### config.mk
export PLATFORM = sky130hd
export DESIGN_NAME = pccm_cpu_agent_flat
export DESIGN_NICKNAME = d
export VERILOG_FILES = /design/src/rtl/pccm_pkg.sv /design/src/rtl/pccm_cpu_agent_if.sv /design/src/rtl/pccm_timeout_ctr.sv /design/src/rtl/pccm_cpu_agent.sv /design/src/flat_wrapper.sv
export SDC_FILE = /design/constraint.sdc
export NUM_CORES = 1
export LEC_CHECK = 0
export BUFFER_PORTS_ARGS = -buffer_cell sky130_fd_sc_hd__buf_2
export CORE_MARGIN = 2
export CORE_UTILIZATION = 56
export DETAILED_ROUTE_END_ITERATION = 8
export GPL_TIMING_DRIVEN = 0
export PLACE_DENSITY = 0.91
export SYNTH_ARGS = -nofsm -noshare
export SYNTH_HDL_FRONTEND = slang
export SYNTH_SLANG_ARGS = --single-unit
### constraint.sdc
create_clock -name clk -period 2.4 [get_ports clk]
set_input_delay 0.48 -clock clk [delete_from_list [all_inputs] [get_ports clk]]
set_output_delay 0.48 -clock clk [all_outputs]
set_load 0.01 [all_outputs]
### src/rtl/pccm_pkg.sv
// Shared PCCM definitions: per-core agent state encoding and the NIOS
// control/response codes used by both the agents and the controller.
package pccm_pkg;

  typedef enum logic [2:0] {
    HOLD      = 3'd0,
    ARM       = 3'd1,
    RUN       = 3'd2,
    SYNC_WAIT = 3'd3,
    REARM     = 3'd4,
    HALTED    = 3'd5,
    ERROR     = 3'd6
  } agent_state_t;

  localparam logic [3:0] CTRL_NOP     = 4'h0;
  localparam logic [3:0] CTRL_START   = 4'h1;
  localparam logic [3:0] CTRL_INIT    = 4'h2;
  localparam logic [3:0] CTRL_RESET   = 4'h3;

  localparam logic [3:0] RESP_IDLE    = 4'h0;
  localparam logic [3:0] RESP_RUNNING = 4'h1;
  localparam logic [3:0] RESP_DONE    = 4'h2;
  localparam logic [3:0] RESP_ERROR   = 4'h3;

endpackage

### src/rtl/pccm_cpu_agent_if.sv
// Controller/core-facing signal bundle of one PCCM CPU agent.
interface pccm_cpu_agent_if #(
  parameter int unsigned CNT_W = 16
);
  logic             int_reset;
  logic             int_init;
  logic             cpu_Continue;
  logic             core_sync_req;
  logic             core_halt_req;
  logic             cpu_sync;
  logic             cpu_halt;
  logic             core_run;
  logic             core_sync_ack;
  logic [CNT_W-1:0] barrier_cnt;
  logic             sync_err;
  logic [2:0]       agent_state;

  modport master (
    output int_reset, int_init, cpu_Continue, core_sync_req, core_halt_req,
    input  cpu_sync, cpu_halt, core_run, core_sync_ack, barrier_cnt, sync_err, agent_state
  );

  modport slave (
    input  int_reset, int_init, cpu_Continue, core_sync_req, core_halt_req,
    output cpu_sync, cpu_halt, core_run, core_sync_ack, barrier_cnt, sync_err, agent_state
  );
endinterface

### src/rtl/pccm_timeout_ctr.sv
// Barrier-wait timeout counter: expire is high while the count sits on LIMIT-1.
// LIMIT = 0 disables expiry.
module pccm_timeout_ctr #(
  parameter int unsigned LIMIT = 4096,
  parameter int unsigned W     = (LIMIT > 1) ? $clog2(LIMIT) : 1
) (
  input  logic clk,
  input  logic rst,
  input  logic clr,
  input  logic en,
  output logic expire
);
  localparam logic [W-1:0] LAST    = W'(LIMIT - 1);
  localparam bit           ENABLED = (LIMIT != 0);

  logic [W-1:0] count;

  always_ff @(posedge clk or posedge rst) begin
    if (rst)      count <= '0;
    else if (clr) count <= '0;
    else if (en)  count <= count + 1'b1;
  end

  always_comb begin
    expire = ENABLED && (count == LAST);
  end
endmodule

### src/rtl/pccm_cpu_agent.sv
// Per-core PCCM agent: turns core barrier/halt requests into cpu_sync/cpu_halt
// levels and gates core_run on the controller's Continue.
module pccm_cpu_agent
  import pccm_pkg::*;
#(
  parameter int unsigned SYNC_TIMEOUT = 4096,
  parameter int unsigned CNT_W        = 16
) (
  input  logic              clk,
  input  logic              reset,
  pccm_cpu_agent_if.slave   bus
);
  agent_state_t     state, state_n;
  logic             pend, pend_n;
  logic             sync_q, halt_q, run_q, ack_q, err_q;
  logic [CNT_W-1:0] cnt_q;
  logic             release_bar, init_hit, expire, tmo_clr;

  // Counter is zero on the first SYNC_WAIT cycle and cleared on any exit.
  assign tmo_clr = bus.int_reset | (state != SYNC_WAIT) | (state_n != SYNC_WAIT);

  pccm_timeout_ctr #(.LIMIT(SYNC_TIMEOUT)) u_tmo (
    .clk    (clk),
    .rst    (reset),
    .clr    (tmo_clr),
    .en     (state == SYNC_WAIT),
    .expire (expire)
  );

  always_comb begin
    state_n  = state;
    pend_n   = pend;
    init_hit = bus.int_init && (state inside {HOLD, ARM, HALTED, ERROR});
    if (init_hit) begin
      state_n = HOLD;
    end else begin
      unique case (state)
        HOLD:      if (!bus.cpu_Continue) state_n = ARM;
        ARM:       if (bus.cpu_Continue)  state_n = RUN;
        RUN: begin
          if (bus.core_halt_req)               state_n = HALTED;
          else if (bus.core_sync_req || pend)  state_n = SYNC_WAIT;
        end
        SYNC_WAIT: begin
          if (bus.cpu_Continue) state_n = REARM;
          else if (expire)      state_n = ERROR;
        end
        REARM: begin
          // Ignore the request still held during the ack cycle; it was just serviced.
          pend_n = pend | (bus.core_sync_req & ~ack_q);
          if (bus.core_halt_req)      state_n = HALTED;
          else if (!bus.cpu_Continue) state_n = RUN;
        end
        default: state_n = state;
      endcase
    end
    if (!(state_n inside {RUN, REARM})) pend_n = 1'b0;
    release_bar = (state == SYNC_WAIT) && (state_n == REARM);
  end

  always_ff @(posedge clk or posedge reset) begin
    if (reset) begin
      state <= HOLD; pend <= 1'b0; cnt_q <= '0; err_q <= 1'b0;
      sync_q <= 1'b0; halt_q <= 1'b0; run_q <= 1'b0; ack_q <= 1'b0;
    end else if (bus.int_reset) begin
      state <= HOLD; pend <= 1'b0; cnt_q <= '0; err_q <= 1'b0;
      sync_q <= 1'b0; halt_q <= 1'b0; run_q <= 1'b0; ack_q <= 1'b0;
    end else begin
      state  <= state_n;
      pend   <= pend_n;
      sync_q <= (state_n == SYNC_WAIT);
      halt_q <= (state_n inside {HALTED, ERROR});
      run_q  <= (state_n inside {RUN, REARM});
      ack_q  <= release_bar;
      err_q  <= err_q | (state_n == ERROR);
      if (init_hit)         cnt_q <= '0;
      else if (release_bar) cnt_q <= cnt_q + 1'b1;
    end
  end

  assign bus.cpu_sync      = sync_q;
  assign bus.cpu_halt      = halt_q;
  assign bus.core_run      = run_q;
  assign bus.core_sync_ack = ack_q;
  assign bus.barrier_cnt   = cnt_q;
  assign bus.sync_err      = err_q;
  assign bus.agent_state   = state;
endmodule

### src/flat_wrapper.sv
// flat-port wrapper written by rule: the top's interface ports become plain ports
module pccm_cpu_agent_flat import pccm_pkg::*;
#(
  parameter int unsigned SYNC_TIMEOUT = 4096,
  parameter int unsigned CNT_W        = 16
)
  (clk, reset, bus_int_reset, bus_int_init, bus_cpu_Continue, bus_core_sync_req, bus_core_halt_req, bus_cpu_sync, bus_cpu_halt, bus_core_run, bus_core_sync_ack, bus_barrier_cnt, bus_sync_err, bus_agent_state);
  pccm_cpu_agent_if #(.CNT_W(CNT_W)) bus_i ();
  input  logic clk;
  input  logic reset;
  input wire logic [$bits(bus_i.int_reset)-1:0] bus_int_reset;
  input wire logic [$bits(bus_i.int_init)-1:0] bus_int_init;
  input wire logic [$bits(bus_i.cpu_Continue)-1:0] bus_cpu_Continue;
  input wire logic [$bits(bus_i.core_sync_req)-1:0] bus_core_sync_req;
  input wire logic [$bits(bus_i.core_halt_req)-1:0] bus_core_halt_req;
  output wire logic [$bits(bus_i.cpu_sync)-1:0] bus_cpu_sync;
  output wire logic [$bits(bus_i.cpu_halt)-1:0] bus_cpu_halt;
  output wire logic [$bits(bus_i.core_run)-1:0] bus_core_run;
  output wire logic [$bits(bus_i.core_sync_ack)-1:0] bus_core_sync_ack;
  output wire logic [$bits(bus_i.barrier_cnt)-1:0] bus_barrier_cnt;
  output wire logic [$bits(bus_i.sync_err)-1:0] bus_sync_err;
  output wire logic [$bits(bus_i.agent_state)-1:0] bus_agent_state;
  assign bus_i.int_reset = bus_int_reset;
  assign bus_i.int_init = bus_int_init;
  assign bus_i.cpu_Continue = bus_cpu_Continue;
  assign bus_i.core_sync_req = bus_core_sync_req;
  assign bus_i.core_halt_req = bus_core_halt_req;
  assign bus_cpu_sync = bus_i.cpu_sync;
  assign bus_cpu_halt = bus_i.cpu_halt;
  assign bus_core_run = bus_i.core_run;
  assign bus_core_sync_ack = bus_i.core_sync_ack;
  assign bus_barrier_cnt = bus_i.barrier_cnt;
  assign bus_sync_err = bus_i.sync_err;
  assign bus_agent_state = bus_i.agent_state;
  pccm_cpu_agent #(.SYNC_TIMEOUT(SYNC_TIMEOUT), .CNT_W(CNT_W)) u_core (.clk(clk), .reset(reset), .bus(bus_i));
endmodule
# Word level (Yosys, flattened, before mapping)
# Cells that the tools add are included.
# Widths: inputs -> output; s select.
[word_totals]
reg_bits = 37
word_cells = 68
[op_classes]
n_addsub = 2
n_eq_ne = 16
muxes = 25
bitwise = 6
reduce_logical = 10
[ops]
columns = ["cell", "count"]
rows = [
  ["$mux 16", 3],
  ["$mux 3", 10],
  ["$mux 12", 2],
  ["$eq 3x3->1 const B", 6],
  ["$add 16x1->16 const B", 1],
  ["$pmux 3 s5", 1],
  ["$add 12x1->12 const B", 1],
  ["$eq 12x12->1 const B", 1],
  ["$eq 3x2->1 const B", 4],
  ["$mux 1", 9],
  ["$ne 3x2->1 const B", 2],
  ["$ne 3x3->1 const B", 2],
  ["$reduce_bool 2->1", 3],
  ["$or 1x1->1", 4],
  ["$reduce_bool 4->1", 1],
  ["$eq 3x1->1 const B", 1],
  ["$logic_not 3->1", 1],
  ["$reduce_bool 3->1", 1],
  ["$logic_and 1x1->1", 2],
  ["$reduce_and 2->1", 1],
  ["$and 1x1->1", 1],
  ["$logic_or 1x1->1", 1],
  ["$not 1->1", 1],
]

# Longest topological paths before layout
[logic_depth]
ltp_word = 10
depth_mapped = 6

# Modules after synthesis
# Synthesis repeated with hierarchy kept, for this count alone.
[unflattened]
hier_cells = 193
hier_area_um2 = 1921.8
[by_module_without_submodules]
columns = ["module", "n_inst", "cells_each", "area_each_um2", "seq_area_each_um2"]
rows = [
  ["pccm_cpu_agent", 1, 133, 1312.5, 625.6],
  ["pccm_timeout_ctr", 1, 60, 609.3, 300.3],
]

# Worst setup path after synthesis
# Ideal clock, no wire load.
[synth_path]
path_kind = "register to register"
start = "register u_core.u_tmo.count[0]"
end = "register u_core.pend"
setup_time_ns = 0.101
t_arrival_ns = 1.685
required_time_ns = 2.299
setup_slack_ns = 0.614
path_stages_with_launch = 7
n_path_buf = 0
synth_period_minus_slack_ns = 1.786
path_cell_list = "dfrtp_1 ha_1 nand4_1 or4_4 a22oi_4 xor2_1 nor4_1"
[synth_between]
elab_chain_cells = 9
elab_cells_between_ends = 13
classes_between = "eq/ne (5); mux (6); reduce/logical (2)"
[synth_rtl]
columns = ["element", "line_no", "rtl"]
rows = [
  ["from (decl)", "pccm_timeout_ctr.sv:16", "logic [W-1:0] count;"],
  ["from (signal assigned)", "pccm_timeout_ctr.sv:21", "else if (en) count <= count + 1'b1;"],
  ["$eq 12x12->1 (*)", "pccm_timeout_ctr.sv:25", "expire = ENABLED && (count == LAST);"],
  ["$mux 3 (*)", "pccm_cpu_agent.sv:46", "else if (expire) state_n = ERROR;"],
  ["$mux 3 (*)", "pccm_cpu_agent.sv:45", "if (bus.cpu_Continue) state_n = REARM;"],
  ["$pmux 3 s5 (*)", "pccm_cpu_agent.sv:37", "unique case (state)"],
  ["$mux 3 (*)", "pccm_cpu_agent.sv:34", "if (init_hit) begin"],
  ["$eq 3x2->1 / $eq 3x3->1 (equally long branches)", "pccm_cpu_agent.sv:57", "if (!(state_n inside {RUN, REARM})) pend_n = 1'b0;"],
  ["$reduce_bool 2->1 (*)", "pccm_cpu_agent.sv:57", ""],
  ["$ne 3x3->1 (no line) / $mux 1 (equally long branches)", "-", ""],
  ["$reduce_and 2->1 (no line) / $mux 1 (equally long branches)", "-", ""],
  ["to (signal assigned)", "pccm_cpu_agent.sv:70", "pend <= pend_n;"],
  ["to (decl)", "pccm_cpu_agent.sv:14", "logic pend, pend_n;"],
]
# Every way passes the cells marked *; elsewhere a longest branch is shown, timed or not.
# A chain may end at the register's enable or synchronous reset.

# Worst setup path in the final report
# Same ends and word-level chain as after synthesis.

==> metrics <==
ANT cells=0; Vias per Instance=between 5 and 6; largest net degree at the start of global routing=38; Clock Sinks=37; Clk pwr share=0.311; Worst Hold Class=in2async; port bufs=29; Max Root-Sink Buffers=2; CP Launch Type=register; PD cells=roughly 450 mW/mm^2; row cnt=21; vias in the first global route=1459; Worst Path Arrival=2190 ps; number of flops mapped to enable cells by yosys=0; Post-synth ARST share=1.00; die area=0.00395 mm^2; CP Max Fanout=4; CTS Hold Bufs=0; worst path bufs/invs=0; CORE AREA=around 0.0033 mm^2; Syn Nets=202; Comb power frac=0.055; RSZ-0062 raised after global routing=false; post-synthesis cell count=between 150 and 200; Worst-Skew Late Latency=approximately 330 ps; Leakage Power=around 0.00098 uW; Psw=~230 uW; synthesized area=a little under 0.002 mm^2; final WL=3690 um; initial core utilization=0.582; IO Count=31; post-layout min period=about 2000 ps; Max Used Layer=met4; Seq pwr share=0.634; Max Cap Viol=0; fraction of layout cells with a size suffix above 1=0.253; depth of the CTS H-tree=2; CP peak stage delay=about 530 ps; Area growth syn-to-layout=13.0%; die height=62.9 um; FILL cells=about 280; # Post-CTS Setup Buffers=0; Final Skew=12.2 ps; outcome=complete, no violations; #FFs+latches synth=37; syn_area_per_cell=10.1 um^2; Max Clk Rate=slightly above 500 MHz; routed wl met2=about 1800 um; initial antenna violation count=0; gr usage total=0.212; area leader, netlist=dfrtp_1; Ys Warns=0; M1 wire length=about 1700 um; Critical Path, Cell by Cell=ha_1 > nand4_1 > or4_4 > a22oi_4 > xor2_1 > nor4_1; clock root buffer=clkbuf_4; Final GP Congestion=about 0.78; Power Internal=between 700 and 800 uW; DP HPWL=around 2700 um; Pre-Repair DR Iteration Count=4; DR WL met3=approximately 140 um; CTS buffer count=5; first-pass GRT wire length=between 6000 and 7000 um; top cell type's share of synthesized area=0.477; routed vias=approximately 1600; CP Class=reg2reg; Area contributors post-synth=dfrtp_1, nor2_1, xor2_1, xnor2_1, nand4_1; Hold Violations, Final=0; setup TNS=0 ps; critical path's slowest cell=or4_4; DR iter-0 viols=between 100 and 150; DRC Markers=0; clock slew at reported path FFs=around 110 ps; Final setup viols=0; worst slew pin tran=between 700 and 800 ps; Synth cell types=48; fin crit share=0.818; Max transition margin=0.504; antenna-violating nets left=0; number of nets in the layout=roughly 240; Synth Flop Type=dfrtp_1; die width=roughly 63 um; Max Transition Viols Final=0; CTS tree=built; GRT overflow=0; Pwr Total=roughly 990 uW; Worst EP required=2630 ps; wire length per cell=about 13 um; maximum VDD drop=~320 uV; Crit path max-delay family=simple AND/OR/NAND/NOR gates; sequential area share after synthesis=0.477; Setup crit end kind=register; sw frac=0.238; CTS resizes=0
per-layer routing:
metal  up-vias  global-route usage
met4         0              0.0722
met1       764               0.271
met2        31               0.352
li1        747                   -
met5         -                   0
met3         8              0.0505
cell usage after synthesis, types with 2 or more instances:
master   count
dfrtp_1     37
nor2_1      26
nand2_1     12
inv_1       11
xor2_1      11
xnor2_1     10
nand4_1      8
or3_1        8
nand3_1      7
a21oi_1      6
o21ai_0      6
nor2b_1      4
buf_4        3
nor3_1       3
a21oi_2      2
and3_1       2
buf_2        2
ha_1         2
nor4_1       2
nor4_2       2
o22ai_2      2
stage by stage:
stage / setup WS [ps] / std cells / hold WS (ps) / cell area, um^2 / util
final: 437 / 275 / 262 / 2190 / 0.657
after global routing: 184 / 275 / 329 / 2190 / 0.657
after CTS: 432 / 275 / 412 / 2190 / 0.657
after detailed placement: 470 / 268 / 475 / 2140 / 0.642
after global placement: 518 / 268 / 471 / 2140 / 0.642
after floorplan: 614 / 193 / 455 / 1940 / -
flip-flops by register name (all words and copies together), names as in the netlist:
signal	flops
u_core.bus.agent_state	3
u_core.bus.barrier_cnt	16
u_core.bus.core_run	1
u_core.bus.core_sync_ack	1
u_core.bus.cpu_halt	1
u_core.bus.cpu_sync	1
u_core.bus.sync_err	1
u_core.pend	1
u_core.u_tmo.count	12
logic make-up (layout without fill, tap and decap cells):
kind of cell / count (synthesis) / count (layout) / share of synthesized area
AOI/OAI and AO/OA: 26 / 26 / 0.103
xor gates and xnor gates: 21 / 21 / 0.0948
adders and majority gates: 2 / 2 / 0.0129
buffers and inverters: 17 / 53 / 0.0406
DFF: 37 / 37 / 0.477
muxes: 1 / 1 / 0.00580
and+or+nand+nor: 89 / 89 / 0.266
layout by cell type (no fill, tap or decap), types with 3 or more instances in the layout:
master,instances
a21oi_1,6
xnor2_1,10
dfrtp_1,37
nand4_1,8
buf_2,31
nand2_1,12
inv_1,10
nand3_1,7
xor2_1,11
or3_1,8
nor2b_1,4
nor2_1,26
nor3_1,3
o21ai_0,6
clkbuf_4,5
buf_4,3
path summary, 6_finish.rpt:
| check | from | end | slack, ps | depth (start not counted) |
|---|---|---|---|---|
| max | u_core.u_tmo.count[0] | u_core.pend | 440 | 6 |
| min | reset | u_core.bus.barrier_cnt[1] | 260 | 2 |
| max reg2reg | u_core.u_tmo.count[0] | u_core.pend | 440 | 6 |
| min reg2reg | u_core.u_tmo.count[0] | u_core.u_tmo.count[0] | 490 | 1 |
| max in group asynchronous | reset | u_core.bus.agent_state[1] | 1660 | 2 |
| min in group clk | bus_int_reset | u_core.bus.barrier_cnt[1] | 410 | 2 |
power by group through the flow:
stage	logic (uW)	registers (uW)	clock network (uW)
global placement	54.4	638	0
global route	62.2	626	342
detailed placement	55.5	638	0
floorplan	35.7	639	0
finish	54.8	626	307
CTS	55.7	626	312
area by class of cell:
class	instances	area [um^2]	share of cell area
Tap cell	46	57.6	0.0262
Clock buffer	6	41.3	0.0188
Clock inverter	1	8.76	0.00399
Inverter	11	41.3	0.0188
Multi-Input combinational cell	139	936	0.427
Sequential cell	37	926	0.422
Buffer	6	37.5	0.0171
Timing Repair Buffer	29	145	0.0662
Note: power is estimated with default switching activity, not from simulation.
